### config.mk
export PLATFORM = sky130hd
export DESIGN_NAME = mips_fetch_queue
export DESIGN_NICKNAME = d
export VERILOG_FILES = /design/src/rtl/mips_fetch_queue.sv
export SDC_FILE = /design/constraint.sdc
export NUM_CORES = 1
export LEC_CHECK = 0
export CAP_MARGIN = 20
export CORE_UTILIZATION = 54
export DETAILED_ROUTE_END_ITERATION = 7
export GPL_TIMING_DRIVEN = 0
export PLACE_DENSITY = 0.83
export SETUP_SLACK_MARGIN = 0.3
export SLEW_MARGIN = 15
export SYNTH_ARGS = -nofsm -noshare
export SYNTH_HDL_FRONTEND = slang
export SYNTH_SLANG_ARGS = --single-unit
export TNS_END_PERCENT = 50
### constraint.sdc
create_clock -name clk -period 3.35 [get_ports clk]
set_clock_uncertainty 0.2 [all_clocks]
set_input_delay 0.5025 -clock clk [delete_from_list [all_inputs] [get_ports clk]]
set_output_delay 0.5025 -clock clk [all_outputs]
set_load 0.005 [all_outputs]
### src/rtl/mips_fetch_queue.sv
// Instruction-fetch stage: owns the fetch PC, requests words from instruction
// memory and buffers them, tagged with their PC, in a small prefetch queue.
module mips_fetch_queue #(
   parameter int          XLEN     = 32,
   parameter int          DEPTH    = 4,
   parameter logic [XLEN-1:0] RESET_PC = '0,
   parameter int          CW       = $clog2(DEPTH + 1)
) (
   input  logic            clk,
   input  logic            rst,
   output logic            imem_req,
   output logic [XLEN-1:0] imem_addr,
   input  logic            imem_ack,
   input  logic [31:0]     imem_rdata,
   input  logic            redirect_valid,
   input  logic [XLEN-1:0] redirect_pc,
   output logic            inst_valid,
   input  logic            inst_ready,
   output logic [31:0]     inst,
   output logic [XLEN-1:0] inst_pc,
   output logic [XLEN-1:0] inst_pc4,
   output logic [CW-1:0]   count
);

   localparam int AW = $clog2(DEPTH);

   logic [XLEN-1:0] fpc_reg;
   logic [AW-1:0]   rd_ptr_reg;
   logic [AW-1:0]   wr_ptr_reg;
   logic [CW-1:0]   count_reg;

   logic [31:0]     inst_mem [DEPTH];
   logic [XLEN-1:0] pc_mem   [DEPTH];

   logic push;
   logic pop;

   // Request depends only on registered occupancy, never on inst_ready.
   assign imem_req  = rst & ~redirect_valid & (count_reg < CW'(DEPTH));
   assign imem_addr = fpc_reg;
   assign count     = count_reg;

   assign push = imem_req & imem_ack;
   assign pop  = inst_valid & inst_ready;

   assign inst_valid = (count_reg != '0);
   assign inst       = inst_valid ? inst_mem[rd_ptr_reg] : 32'h0;
   assign inst_pc    = inst_valid ? pc_mem[rd_ptr_reg] : '0;
   assign inst_pc4   = inst_valid ? (pc_mem[rd_ptr_reg] + XLEN'(4)) : '0;

   always_ff @(posedge clk or negedge rst) begin
      if (!rst) begin
         fpc_reg    <= RESET_PC;
         rd_ptr_reg <= '0;
         wr_ptr_reg <= '0;
         count_reg  <= '0;
      end else if (redirect_valid) begin
         fpc_reg    <= {redirect_pc[XLEN-1:2], 2'b00};
         rd_ptr_reg <= '0;
         wr_ptr_reg <= '0;
         count_reg  <= '0;
      end else begin
         if (push) begin
            wr_ptr_reg <= wr_ptr_reg + AW'(1);
            fpc_reg    <= fpc_reg + XLEN'(4);
         end
         if (pop) begin
            rd_ptr_reg <= rd_ptr_reg + AW'(1);
         end
         case ({push, pop})
            2'b10:   count_reg <= count_reg + CW'(1);
            2'b01:   count_reg <= count_reg - CW'(1);
            default: count_reg <= count_reg;
         endcase
      end
   end

   // Queue storage carries no reset; a push is already blocked by redirect and reset.
   generate
      for (genvar gi = 0; gi < DEPTH; gi++) begin : g_entry
         always_ff @(posedge clk) begin
            if (push && (wr_ptr_reg == AW'(gi))) begin
               inst_mem[gi] <= imem_rdata;
               pc_mem[gi]   <= fpc_reg;
            end
         end
      end
   endgenerate

endmodule

==> impl_metrics.csv <==
group,metric,value,unit
sta,setup_viol,39,
critical_path,setup.worst_path.class,"flip-flop to primary output",
critical_path,path_cells,"buf_12 > buf_12 > mux4_2 > inv_1 > or4_4 > buf_6 > nor3_4 > mux2_4 > buf_6",
synthesis,ys_ff_latch,285,
critical_path,r2r_end,"imem_addr[31]",
cells_and_area,regMostFlops,"inst_mem",
clock_tree,cts_buffer_depth,3,
sta,grt_setup_unrepaired,"true",
floorplanning,ios,202,
critical_path,rrSetupSlack,0.61,ns
critical_path,critPathBufInv,5,
detailed_routing,drc,0,
cells_and_area,fillerInstances,1264,
clock_tree,path_clk_slew,0.06,ns
synthesis,synth_area,12400,um^2
floorplanning,die_w,154,um
clock_tree,cts_tree,"done",
synthesis,synthArstFlopShare,0.130,
pwr,power,13200,uW
detailed_routing,vias,8242,
sta,layout_setup_ws,-0.423,ns
sta,tightest_slew,1.05,ns
sta,finalCriticalPeriod,3.77,ns
pwr,p_leak,0.00636,uW
floorplanning,die_area,23600,um^2
run,cap_violations,0,
placement,finalWeightedCongestion,0.828,
placement,portBuffers,193,
synthesis,ys_seq_area_frac,0.675,
cells_and_area,largest_register_ffs,128,
critical_path,arrival,3.07,ns
grt,antenna_found_initial,1,
sta,fmax,265,MHz
grt,grt_pass1_vias,8268,
sta,fin_crit_sh,1.13,
synthesis,yosysWarnings,0,
outcome,violations,"setup timing",
cells_and_area,syn_to_final_growth,38.3,%
cells_and_area,drive_gt1_frac,0.372,
synthesis,yosysTopAreaCell,"edfxtp_1",
synthesis,synthTopCellsByArea,"edfxtp_1 (60%), mux4_2 (8.0%), dfrtp_1 (7.5%)",
grt,track_usage,0.268,
synthesis,ys_types,51,
floorplanning,die_y,154,um
clock_tree,cts_inserted_buffers,28,
pwr,power.density,767,nW/um^2
worst_hold_path,hp-class,"primary input to async pin",
floorplanning,start_util,0.550,
critical_path,worst-r2r-cell-count,7,
synthesis,synth_edf_count,248,
critical_path,cp_max_fo,7,
synthesis,synth_cells,765,
cells_and_area,stdcell_count,1392,
critical_path,cpMaxStageDelayCell,"or4_4",
pwr,ir_worst_vdd,0.435,mV
grt,grt_pass1_wl,47800,um
critical_path,endpoint_kind,"primary output",
sta,whs,0.242,ns
critical_path,crit_family,"simple AND/OR/NAND/NOR gates",
floorplanning,rows,55,
cells_and_area,diodes,0,
detailed_routing,drt-initial-drc-count,782,
floorplanning,core,22600,um^2
placement,dp.cells,1253,
detailed_routing,vias_per_cell,5.92,
cells_and_area,fin_nets,1163,
detailed_routing,routed_wl,33000,um
grt,gr-total-overflow,0,
sta,slew_violations,0,
critical_path,crit_path_max_incr_delay,0.62,ns
clock_tree,cts_root_buffer,"clkbuf_16",
critical_path,worstPathRequired,2.65,ns
critical_path,start_kind,"flip-flop",
grt,grt_max_degree,48,
detailed_routing,drt-wirelength-per-cell,23.7,um
synthesis,netlist.area_leader.share,0.600,
critical_path,timing.rr.start,"imem_addr[12]",
sta,hold_viol_final,0,
sta,maxSlewHeadroom,0.293,
placement,dp_hpwl,19000,um
clock_tree,cts_sinks,285,
clock_tree,ctsHtreeMaxLevel,1,
detailed_routing,antenna_left,0,
outcome,run_status,"finished, violations left",
detailed_routing,drt_first_pass_iters,4,
clock_tree,clk-insertion-delay-late,0.53,ns
synthesis,ys.flop_type,"edfxtp_1",
synthesis,synth.avg_cell_area,16.2,um^2
power breakdown:
part	switching [uW]	internal, uW
Sequential	147	4030
Combinational	2540	3440
Clock	1270	1740
synthesized netlist by cell type (all sizes together) (2+ instances only):
cell type / instances
edfxtp: 248
and2: 68
mux4: 62
nand2: 47
nor2: 42
dfrtp: 37
nand3: 31
o21ai: 28
clkbuf: 23
xor2: 23
buf: 22
inv: 15
nand4: 14
xnor2: 13
mux2: 10
a21oi: 9
nor3: 8
nor4: 8
and3: 7
and4: 7
or4: 7
ha: 6
a311o: 3
nor2b: 3
o31ai: 3
mux2i: 2
nand2b: 2
nand3b: 2
nor4b: 2
o211ai: 2
or3: 2
cells by family after synthesis:
logic type / synth area share
adders and majority gates: 0.00766
and+or+nand+nor: 0.116
muxes: 0.129
buffers and inverters: 0.0249
DFF: 0.675
AOI/OAI and AO/OA: 0.0217
xor gates and xnor gates: 0.0254
other: 0.000302
worst register-to-register path, delay by kind of cell, from the launching register on:
| family | cells | cell delay [ns] |
|---|---|---|
| AND/OR/NAND/NOR | 5 | 1.50 |
| flip-flops | 1 | 0.53 |
| buffers and inverters | 2 | 0.44 |
routing by layer:
layer / part of all wire / track usage
met2: 0.51 / 0.454
met4: 0.033 / 0.0738
met3: 0.073 / 0.0431
met5: 0 / 0
met1: 0.38 / 0.363
layout by cell type, fill, tap and decap left out, types with 10 or more instances in the layout:
cell               n
mux4_2            62
nor2_1            42
and2_1            27
dfrtp_1           34
clkbuf_1          15
buf_4             46
o21ai_0           28
clkdlybuf4s50_1  100
buf_6             85
xnor2_1           11
and2_4            41
nand2_1           44
edfxtp_1         248
nand4_1           13
xor2_1            22
buf_2             24
clkbuf_2          18
clkbuf_16         31
mux2_4            10
nand3_1           23
cell type report:
| type | instances | area (um^2) | area share |
|---|---|---|---|
| Sequential cell | 285 | 8380 | 0.488 |
| Tap cell | 285 | 357 | 0.0208 |
| Inverter | 15 | 66.3 | 0.00386 |
| Buffer | 45 | 454 | 0.0265 |
| Multi-Input combinational cell | 425 | 4120 | 0.240 |
| Timing Repair Buffer | 287 | 2910 | 0.169 |
| Clock buffer | 38 | 800 | 0.0466 |
| Clock inverter | 12 | 90.1 | 0.00525 |
per-stage QoR:
step                cell area [um^2]  setup TNS, ns  setup WS (ns)  utilization
finish                         17200          -6.60         -0.423        0.760
global route                   17200         -10.18         -0.494        0.760
CTS                            16800          -5.72         -0.431        0.742
detailed placement             14800         -37.83         -0.656        0.658
global placement               14700        -473.62          -1.68        0.652
floorplan                      12400              0          0.455            -
what timing repair did:
action                                  in CTS  in global routing
hold buffers                                 1                  1
cloned                                       5                  1
hold endpoints to repair                    37                 37
resized for setup                          470                138
endpoints found under the setup margin      95                283
buffers inserted                            61                 21
pin swaps                                   38                 31
how the worst max path moves through the flow:
stage / startpoint / end / slack, ns / cells past startpoint
floorplan: rd_ptr_reg[0] / inst_pc4[25] / 0.45 / 7
global placement: rst / inst_mem[2][5] / -1.68 / 4
detailed placement: count[2] / inst_pc4[3] / -0.66 / 7
CTS: rd_ptr_reg[0] / inst_pc4[28] / -0.43 / 10
global route: rd_ptr_reg[0] / inst_pc4[25] / -0.49 / 9
finish: rd_ptr_reg[0] / inst_pc4[25] / -0.42 / 9
Power figures use the tool's default switching activity.
